$ cat src/rtl/mc_control_unit_v2_if.sv
// Control-unit <-> multicycle datapath bundle: instruction fields, memory-ready and datapath controls.
// mem_ready: memory completes the access presented this cycle; the FSM holds FETCH/MEMRD/MEMWR until it is 1.
interface mc_control_unit_v2_if #(
  parameter int ALUCTRL_W = 3
);
  logic [5:0]           Opcode;
  logic [5:0]           Funct;
  logic                 mem_ready;
  logic                 MemtoReg;
  logic                 RegDst;
  logic                 IorD;
  logic                 ALUSrcA;
  logic                 IRWrite;
  logic                 MemWrite;
  logic                 PCWrite;
  logic                 RegWrite;
  logic                 Branch;
  logic                 BranchNe;
  logic                 ImmZext;
  logic [1:0]           ALUSrcB;
  logic [1:0]           PCSrc;
  logic [ALUCTRL_W-1:0] ALUControl;

  modport master (
    input  Opcode, Funct, mem_ready,
    output MemtoReg, RegDst, IorD, ALUSrcA, IRWrite, MemWrite, PCWrite,
           RegWrite, Branch, BranchNe, ImmZext, ALUSrcB, PCSrc, ALUControl
  );

  modport slave (
    output Opcode, Funct, mem_ready,
    input  MemtoReg, RegDst, IorD, ALUSrcA, IRWrite, MemWrite, PCWrite,
           RegWrite, Branch, BranchNe, ImmZext, ALUSrcB, PCSrc, ALUControl
  );
endinterface

$ cat src/rtl/mc_control_unit_v2.sv
// Multicycle MIPS control unit: Moore FSM with memory wait states and an internal ALU decoder.
// Optional MC_CTRL_PERF_EN adds a fetch_count output counting IRWrite cycles.
module mc_control_unit_v2 #(
  parameter int ALUCTRL_W   = 3,
  parameter int BNE_SUPPORT = 1,
  parameter int CNT_W       = 32
) (
  input  logic                  clk,
  input  logic                  rst,
  mc_control_unit_v2_if.master  bus,
  output logic                  illegal,
`ifdef MC_CTRL_PERF_EN
  output logic [CNT_W-1:0]      fetch_count,
`endif
  output logic [3:0]            state_o
);

  if (ALUCTRL_W < 3 || CNT_W < 1) begin : g_bad_param
    $error("mc_control_unit_v2: ALUCTRL_W must be >= 3 and CNT_W >= 1");
  end

  localparam logic [5:0] OP_RTYPE = 6'b000000;
  localparam logic [5:0] OP_LW    = 6'b100011;
  localparam logic [5:0] OP_SW    = 6'b101011;
  localparam logic [5:0] OP_BEQ   = 6'b000100;
  localparam logic [5:0] OP_BNE   = 6'b000101;
  localparam logic [5:0] OP_ADDI  = 6'b001000;
  localparam logic [5:0] OP_ORI   = 6'b001101;
  localparam logic [5:0] OP_J     = 6'b000010;

  typedef enum logic [3:0] {
    S_FETCH  = 4'd0,
    S_DECODE = 4'd1,
    S_MEMADR = 4'd2,
    S_MEMRD  = 4'd3,
    S_MEMWB  = 4'd4,
    S_MEMWR  = 4'd5,
    S_RTYPE  = 4'd6,
    S_ALUWB  = 4'd7,
    S_BEQ    = 4'd8,
    S_ADDI   = 4'd9,
    S_ORI    = 4'd10,
    S_IMMWB  = 4'd11,
    S_JUMP   = 4'd12
  } state_t;

  state_t     state_q, state_d;
  logic       is_sw_q, is_sw_d;
  logic       bne_q, bne_d;
  logic       dec_illegal;
  logic       funct_ok;
  logic [2:0] funct_alu;
  logic [2:0] alu3;

  // Opcode is only valid in DECODE, so the lw/sw and beq/bne choices are remembered here.
  always_ff @(posedge clk or posedge rst) begin
    if (rst) begin
      state_q <= S_FETCH;
      is_sw_q <= 1'b0;
      bne_q   <= 1'b0;
    end else begin
      state_q <= state_d;
      is_sw_q <= is_sw_d;
      bne_q   <= bne_d;
    end
  end

  always_comb begin
    funct_ok  = 1'b1;
    funct_alu = 3'b010;
    case (bus.Funct)
      6'b100000: funct_alu = 3'b010;
      6'b100010: funct_alu = 3'b110;
      6'b100100: funct_alu = 3'b000;
      6'b100101: funct_alu = 3'b001;
      6'b101010: funct_alu = 3'b111;
      default:   funct_ok  = 1'b0;
    endcase
  end

  always_comb begin
    state_d     = state_q;
    is_sw_d     = is_sw_q;
    bne_d       = bne_q;
    dec_illegal = 1'b0;
    case (state_q)
      S_FETCH:  if (bus.mem_ready) state_d = S_DECODE;
      S_DECODE: begin
        is_sw_d = 1'b0;
        bne_d   = 1'b0;
        case (bus.Opcode)
          OP_LW:    state_d = S_MEMADR;
          OP_SW:    begin state_d = S_MEMADR; is_sw_d = 1'b1; end
          OP_RTYPE: begin
            state_d     = funct_ok ? S_RTYPE : S_FETCH;
            dec_illegal = !funct_ok;
          end
          OP_BEQ:   state_d = S_BEQ;
          OP_BNE:   begin
            if (BNE_SUPPORT != 0) begin
              state_d = S_BEQ;
              bne_d   = 1'b1;
            end else begin
              state_d     = S_FETCH;
              dec_illegal = 1'b1;
            end
          end
          OP_ADDI:  state_d = S_ADDI;
          OP_ORI:   state_d = S_ORI;
          OP_J:     state_d = S_JUMP;
          default:  begin state_d = S_FETCH; dec_illegal = 1'b1; end
        endcase
      end
      S_MEMADR: state_d = is_sw_q ? S_MEMWR : S_MEMRD;
      S_MEMRD:  if (bus.mem_ready) state_d = S_MEMWB;
      S_MEMWR:  if (bus.mem_ready) state_d = S_FETCH;
      S_RTYPE:  state_d = S_ALUWB;
      S_ADDI:   state_d = S_IMMWB;
      S_ORI:    state_d = S_IMMWB;
      default:  state_d = S_FETCH;
    endcase
  end

  // Outputs are forced low while rst is high so no strobe can leak during an aborted instruction.
  always_comb begin
    bus.MemtoReg = 1'b0;
    bus.RegDst   = 1'b0;
    bus.IorD     = 1'b0;
    bus.ALUSrcA  = 1'b0;
    bus.IRWrite  = 1'b0;
    bus.MemWrite = 1'b0;
    bus.PCWrite  = 1'b0;
    bus.RegWrite = 1'b0;
    bus.Branch   = 1'b0;
    bus.BranchNe = 1'b0;
    bus.ImmZext  = 1'b0;
    bus.ALUSrcB  = 2'b00;
    bus.PCSrc    = 2'b00;
    illegal      = 1'b0;
    alu3         = 3'b000;
    if (!rst) begin
      alu3 = 3'b010;
      case (state_q)
        S_FETCH: begin
          bus.ALUSrcB = 2'b01;
          bus.IRWrite = bus.mem_ready;
          bus.PCWrite = bus.mem_ready;
        end
        S_DECODE: begin
          bus.ALUSrcB = 2'b11;
          illegal     = dec_illegal;
        end
        S_MEMADR: begin bus.ALUSrcA = 1'b1; bus.ALUSrcB = 2'b10; end
        S_MEMRD:  bus.IorD = 1'b1;
        S_MEMWB:  begin bus.MemtoReg = 1'b1; bus.RegWrite = 1'b1; end
        S_MEMWR:  begin bus.IorD = 1'b1; bus.MemWrite = bus.mem_ready; end
        S_RTYPE:  begin bus.ALUSrcA = 1'b1; alu3 = funct_alu; end
        S_ALUWB:  begin bus.RegDst = 1'b1; bus.RegWrite = 1'b1; end
        S_BEQ: begin
          bus.ALUSrcA  = 1'b1;
          alu3         = 3'b110;
          bus.PCSrc    = 2'b01;
          bus.Branch   = 1'b1;
          bus.BranchNe = bne_q;
        end
        S_ADDI:   begin bus.ALUSrcA = 1'b1; bus.ALUSrcB = 2'b10; end
        S_ORI: begin
          bus.ALUSrcA = 1'b1;
          bus.ALUSrcB = 2'b10;
          alu3        = 3'b001;
          bus.ImmZext = 1'b1;
        end
        S_IMMWB:  bus.RegWrite = 1'b1;
        S_JUMP:   begin bus.PCSrc = 2'b10; bus.PCWrite = 1'b1; end
        default:  ;
      endcase
    end
    bus.ALUControl = ALUCTRL_W'(alu3);
  end

  assign state_o = state_q;

`ifdef MC_CTRL_PERF_EN
  logic [CNT_W-1:0] fetch_count_q;

  always_ff @(posedge clk or posedge rst) begin
    if (rst) begin
      fetch_count_q <= '0;
    end else if (bus.IRWrite) begin
      fetch_count_q <= fetch_count_q + 1'b1;
    end
  end

  assign fetch_count = fetch_count_q;
`endif

endmodule

$ cat src/flat_wrapper.sv
// flat-port wrapper written by rule: the top's interface ports become plain ports
module mc_control_unit_v2_flat 
#(
  parameter int ALUCTRL_W   = 3,
  parameter int BNE_SUPPORT = 1,
  parameter int CNT_W       = 32
)
  (clk, rst, illegal, state_o, bus_Opcode, bus_Funct, bus_mem_ready, bus_MemtoReg, bus_RegDst, bus_IorD, bus_ALUSrcA, bus_IRWrite, bus_MemWrite, bus_PCWrite, bus_RegWrite, bus_Branch, bus_BranchNe, bus_ImmZext, bus_ALUSrcB, bus_PCSrc, bus_ALUControl);
  mc_control_unit_v2_if #(.ALUCTRL_W(ALUCTRL_W)) bus_i ();
  input  logic clk;
  input  logic rst;
  output logic illegal;
  output logic [3:0] state_o;
  input wire logic [$bits(bus_i.Opcode)-1:0] bus_Opcode;
  input wire logic [$bits(bus_i.Funct)-1:0] bus_Funct;
  input wire logic [$bits(bus_i.mem_ready)-1:0] bus_mem_ready;
  output wire logic [$bits(bus_i.MemtoReg)-1:0] bus_MemtoReg;
  output wire logic [$bits(bus_i.RegDst)-1:0] bus_RegDst;
  output wire logic [$bits(bus_i.IorD)-1:0] bus_IorD;
  output wire logic [$bits(bus_i.ALUSrcA)-1:0] bus_ALUSrcA;
  output wire logic [$bits(bus_i.IRWrite)-1:0] bus_IRWrite;
  output wire logic [$bits(bus_i.MemWrite)-1:0] bus_MemWrite;
  output wire logic [$bits(bus_i.PCWrite)-1:0] bus_PCWrite;
  output wire logic [$bits(bus_i.RegWrite)-1:0] bus_RegWrite;
  output wire logic [$bits(bus_i.Branch)-1:0] bus_Branch;
  output wire logic [$bits(bus_i.BranchNe)-1:0] bus_BranchNe;
  output wire logic [$bits(bus_i.ImmZext)-1:0] bus_ImmZext;
  output wire logic [$bits(bus_i.ALUSrcB)-1:0] bus_ALUSrcB;
  output wire logic [$bits(bus_i.PCSrc)-1:0] bus_PCSrc;
  output wire logic [$bits(bus_i.ALUControl)-1:0] bus_ALUControl;
  assign bus_i.Opcode = bus_Opcode;
  assign bus_i.Funct = bus_Funct;
  assign bus_i.mem_ready = bus_mem_ready;
  assign bus_MemtoReg = bus_i.MemtoReg;
  assign bus_RegDst = bus_i.RegDst;
  assign bus_IorD = bus_i.IorD;
  assign bus_ALUSrcA = bus_i.ALUSrcA;
  assign bus_IRWrite = bus_i.IRWrite;
  assign bus_MemWrite = bus_i.MemWrite;
  assign bus_PCWrite = bus_i.PCWrite;
  assign bus_RegWrite = bus_i.RegWrite;
  assign bus_Branch = bus_i.Branch;
  assign bus_BranchNe = bus_i.BranchNe;
  assign bus_ImmZext = bus_i.ImmZext;
  assign bus_ALUSrcB = bus_i.ALUSrcB;
  assign bus_PCSrc = bus_i.PCSrc;
  assign bus_ALUControl = bus_i.ALUControl;
  mc_control_unit_v2 #(.ALUCTRL_W(ALUCTRL_W), .BNE_SUPPORT(BNE_SUPPORT), .CNT_W(CNT_W)) u_core (.clk(clk), .rst(rst), .bus(bus_i), .illegal(illegal), .state_o(state_o));
endmodule
$ cat config.mk
export PLATFORM = sky130hd
export DESIGN_NAME = mc_control_unit_v2_flat
export DESIGN_NICKNAME = d
export VERILOG_FILES = /design/src/rtl/mc_control_unit_v2_if.sv /design/src/rtl/mc_control_unit_v2.sv /design/src/flat_wrapper.sv
export SDC_FILE = /design/constraint.sdc
export NUM_CORES = 1
export LEC_CHECK = 0
export CAP_MARGIN = 30
export CORE_MARGIN = 5
export CORE_UTILIZATION = 37
export CTS_CLUSTER_DIAMETER = 120
export DETAILED_ROUTE_END_ITERATION = 6
export DONT_BUFFER_PORTS = 1
export HOLD_SLACK_MARGIN = 0.06
export SLEW_MARGIN = 10
export SYNTH_ARGS = -nofsm -noshare
export SYNTH_HDL_FRONTEND = slang
export SYNTH_SLANG_ARGS = --single-unit
$ cat constraint.sdc
create_clock -name clk -period 1.3 [get_ports clk]
set_input_delay 0.065 -clock clk [delete_from_list [all_inputs] [get_ports clk]]
set_output_delay 0.065 -clock clk [all_outputs]
set_load 0.02 [all_outputs]
==> metrics list <==
- Entering global routing, the biggest net connects 14 pins.
- Post-Syn Nets: 126
* Setup Total Neg Slack: -4.680 ns
- The internal power of the cells totals ~0.0012 W.
* Global-route wire length before repair: about 5.0 mm
- Tmin final: ~1.6 ns
- Worst VDD drop: approximately 0.94 mV
* Beginning of the worst register-to-register path: u_core.state_o[0]$_DFFE_PP0P_
* Fraction of synthesized cell area taken by the top area cell type: a little under a fifth
* Number of warnings reported in the yosys synthesis log: 0
- Placeable core region: approximately 2000 um^2
* Share of power burned in combinational logic: 78.8%
- Sequential group share of total power: 13.0%
- Die area: around 3200 um^2
- Nets@finish: 168
* Synthesis-stage register bit count: 6
- After layout, the worst setup slack is -0.2949 ns.
- From bottom edge to top edge, the die measures 56.38 um.
* Synth cell types: between 40 and 50
* Synthesized area per cell: slightly above 7 um^2
- Type of destination of the critical path: output port
* Global Route met3 Usage: ~5.0%
* Post-synth design cell area: slightly below 800 um^2
* CP Class: register to output port
- R2r endpoint: u_core.state_o[1]$_DFFE_PP0P_
- For this run, the total global-route usage over all layers was measured as slightly below 20%.
- At the worst endpoint, the arrival time is around 1.5 ns.
- Setup violations remaining at the end of the flow were counted as 23.
- STA classifies the critical path startpoint as a register.
- Post-placement worst setup slack: -0.05224 ns
- Ratio of cells with drive above 1 in the final layout: 59.60%
- CP Data Required Time: 1.24 ns
- The tree is rooted in a sky130_fd_sc_hd__clkbuf_4.
- Static timing analysis puts the maximum clock frequency at 627.0 MHz.
* Leakage power figure: ~0.62 nW
- Via count: roughly 1.1k
- Number of pins with negative max-slew slack in the final report: 0
- Final routed wirelength across all metal layers: approximately 3.4 mm
- Counting the buffers created by CTS gives 3.
- Final number of hold-violating endpoints: 0
* Failing checks: setup timing
* P_sw: between 0.0009 and 0.001 W
* Class of the worst hold path: input pin to register
* Initial Utilization: between 30% and 40%
* Antenna violations before repair: 0
- Clock group share of total power: under 10%
- Filler-free cell count of the finished design: around 180
* Input/output buffers: 0
- Number of cells produced by synthesis: between 100 and 150
- Power spread over the standard cell area amounts to around 1400 nW/um^2.
* Number of antenna diodes: 0
- In the routed design, unresolved DRC markers number 0.
- Max-cap violation count: 0
- Dividing the detail-routed wire length by the instance count gives 18.87 um.
* Overflow after GRT: 0
- The clock reaches the later pin of the worst-skew pair after between 0.2 and 0.3 ns.
- Number of placed cells counting well taps: about 160
* Final setup skew: 0.01115 ns
- Post-DR vias/cell: about 6
- Dominant synthesized flop cell: sky130_fd_sc_hd__dfrtp_1
- The final critical path takes up 122.7% of the cycle.
- Number of nets with antenna violations after routing: 0
* DRT iter0 DRCs: 28
- Count of flip-flops with a built-in enable after synthesis: 0
- Cells on worst reg2reg path: 6
* Area added between synthesis and finish: 91.82%
- CTS saw 6 sinks.
- Actual slew at the worst max-slew pin: ~0.4 ns
- Measured against its own limit, the worst slew margin works out to 73.28%.
* Maximum root-to-sink buffer count: 2
- Outcome: complete, but fails checks
* Half-perimeter wire length of the detailed placement result: ~2 mm
- met2 is the most crowded layer.
- Fraction of power spent switching nets: between 40% and 50%
- In this run the worst path has a maximum fanout of 5.
- Of all cell types, the one taking the most synthesized area is sky130_fd_sc_hd__dfrtp_1.
* Level count of the clock H-tree: 1
- Final RePlAce weighted congestion: 0.8037
- In the post-synthesis netlist, the biggest area contributors are sky130_fd_sc_hd__dfrtp_1 19%, sky130_fd_sc_hd__nor3_1 4.4%, sky130_fd_sc_hd__nor2_1 4.2%.
- Clock transition at the registers of the reported paths: roughly 0.050 ns
- TritonCTS built the clock tree.
- From left edge to right edge, the die measures around 56 um.
- The critical path starts at u_core.state_o[3]$_DFFE_PP0P_.
- The critical path ends at bus_ALUControl[2].
- Placement Rows: 16
- Drt pass-1 iters: 4
* Met2 track utilization from global routing: between 30% and 40%
- The setup check on the worst reg-to-reg path leaves a slack of -0.16 ns.
- Unrepaired setup endpoints after global routing: true
- For this design the top-level I/O count stands at 38.
* Fraction of met1 tracks used by global routing: 21.84%
- The share of the Yosys chip area taken by registers is a little under a fifth.
- Async set-reset flop share out of synthesis: 100.0%
- The number of global-route vias before repair came to roughly 1,000.
cell usage in the layout (no fill, tap or decap), types with 3 or more instances in the layout:
cell type / instances
sky130_fd_sc_hd__dfrtp_2: 4
sky130_fd_sc_hd__nor2_1: 7
sky130_fd_sc_hd__nor3b_1: 3
sky130_fd_sc_hd__dlygate4sd3_1: 7
sky130_fd_sc_hd__nand2_1: 4
sky130_fd_sc_hd__a21oi_1: 3
sky130_fd_sc_hd__nor2b_4: 4
sky130_fd_sc_hd__clkbuf_4: 3
sky130_fd_sc_hd__inv_1: 6
sky130_fd_sc_hd__buf_4: 21
sky130_fd_sc_hd__buf_6: 15
sky130_fd_sc_hd__nor3_2: 6
sky130_fd_sc_hd__buf_12: 3
sky130_fd_sc_hd__and3_4: 3
sky130_fd_sc_hd__nand3_1: 3
cell type report:
type,instances,area (um^2)
Inverter,6,22.52
Clock buffer,3,22.52
Sequential cell,6,155.1
Timing Repair Buffer,46,456.7
Multi-Input combinational cell,90,835.8
Fill cell,130,475.5
Tap cell,27,33.78
power by group through the flow:
stage          Combinational, W  Clock [W]  Sequential, W
4_1_cts                 0.00132   0.000176       0.000281
5_1_grt                 0.00178   0.000186       0.000286
3_5_place_dp            0.00101          0       0.000277
6_report                0.00170   0.000175       0.000281
3_3_place_gp            0.00100          0       0.000274
2_1_floorplan          0.000668          0       0.000311
logic make-up (layout without fill, tap and decap cells):
kind of cell | count (synthesis) | count (layout) | share of synthesized area, %
buf+inv | 15 | 55 | 9.434
mux | 1 | 1 | 1.258
fa+ha+maj | 1 | 1 | 1.415
simple gates | 57 | 57 | 40.72
flops | 6 | 6 | 18.87
compound gates | 29 | 29 | 26.10
xor+xnor | 2 | 2 | 2.202
sequential cells by signal, indices dropped and copies added, names as in the netlist:
signal          flops
u_core.bne_q        1
u_core.is_sw_q      1
u_core.state_o      4
cell usage after synthesis, types with 2 or more instances:
library cell               n
sky130_fd_sc_hd__nor4_1    2
sky130_fd_sc_hd__dfrtp_1   6
sky130_fd_sc_hd__clkbuf_1  4
sky130_fd_sc_hd__a21oi_1   6
sky130_fd_sc_hd__and2_1    2
sky130_fd_sc_hd__nor3b_1   4
sky130_fd_sc_hd__nor4b_1   3
sky130_fd_sc_hd__nand3_1   4
sky130_fd_sc_hd__a21o_1    2
sky130_fd_sc_hd__nand2b_1  4
sky130_fd_sc_hd__buf_6     2
sky130_fd_sc_hd__inv_1     6
sky130_fd_sc_hd__a32o_1    2
sky130_fd_sc_hd__o21ai_0   5
sky130_fd_sc_hd__nor3_1    7
sky130_fd_sc_hd__buf_1     2
sky130_fd_sc_hd__nor2_1    9
sky130_fd_sc_hd__and3_1    3
sky130_fd_sc_hd__nand2_1   8
sky130_fd_sc_hd__nor2b_1   5
sky130_fd_sc_hd__a31oi_1   2
how the worst min path moves through the flow:
stage | startpoint | endpoint | slack [ns] | depth (start not counted)
after floorplan | rst | bus_ALUSrcB[0] | 0.17 | 1
after global placement | rst | u_core.is_sw_q$_DFFE_PP0P_ | -0.09 | 1
after detailed placement | rst | u_core.is_sw_q$_DFFE_PP0P_ | -0.1 | 1
after CTS | bus_Opcode[5] | u_core.state_o[3]$_DFFE_PP0P_ | 0.06 | 3
after global routing | bus_Opcode[1] | u_core.state_o[2]$_DFFE_PP0P_ | 0.12 | 3
final | bus_Opcode[1] | u_core.state_o[2]$_DFFE_PP0P_ | 0.08 | 3
routing by layer:
layer / routed length, um / vias to the layer above / share of wire (%)
met2: 1797 / 47 / 54
met3: 254 / 6 / 7.6
li1: - / 493 / -
met5: 0 / - / 0
met1: 1253 / 521 / 37
met4: 52 / 0 / 1.5
what timing repair did:
action	in CTS	in global routing
hold endpoints to repair	10	1
pin swaps	14	11
hold buffers	6	1
setup buffers	6	6
endpoints found under the setup margin	23	24
resized for setup	33	22
critical path, cell delays in order (launching register included):
cell                       delay (ns)
sky130_fd_sc_hd__dfrtp_2         0.43
sky130_fd_sc_hd__nand2b_4        0.17
sky130_fd_sc_hd__nor3b_4         0.22
sky130_fd_sc_hd__a31oi_1         0.14
sky130_fd_sc_hd__nor3_2          0.16
sky130_fd_sc_hd__buf_4           0.16
per-stage QoR:
step / total power, W / hold slack (ns) / utilization, % / instance area [um^2]
final: 0.002153 / 0.08096 / 76.25 / 1526
after global routing: 0.002253 / 0.1151 / 76.25 / 1526
after CTS: 0.001778 / 0.06352 / 69.06 / 1383
after detailed placement: 0.001287 / -0.09763 / 54.75 / 1096
after global placement: 0.001278 / -0.08998 / 54.75 / 1096
after floorplan: 0.0009798 / 0.1699 / - / 922.1
(Power assumes the default switching activity.)
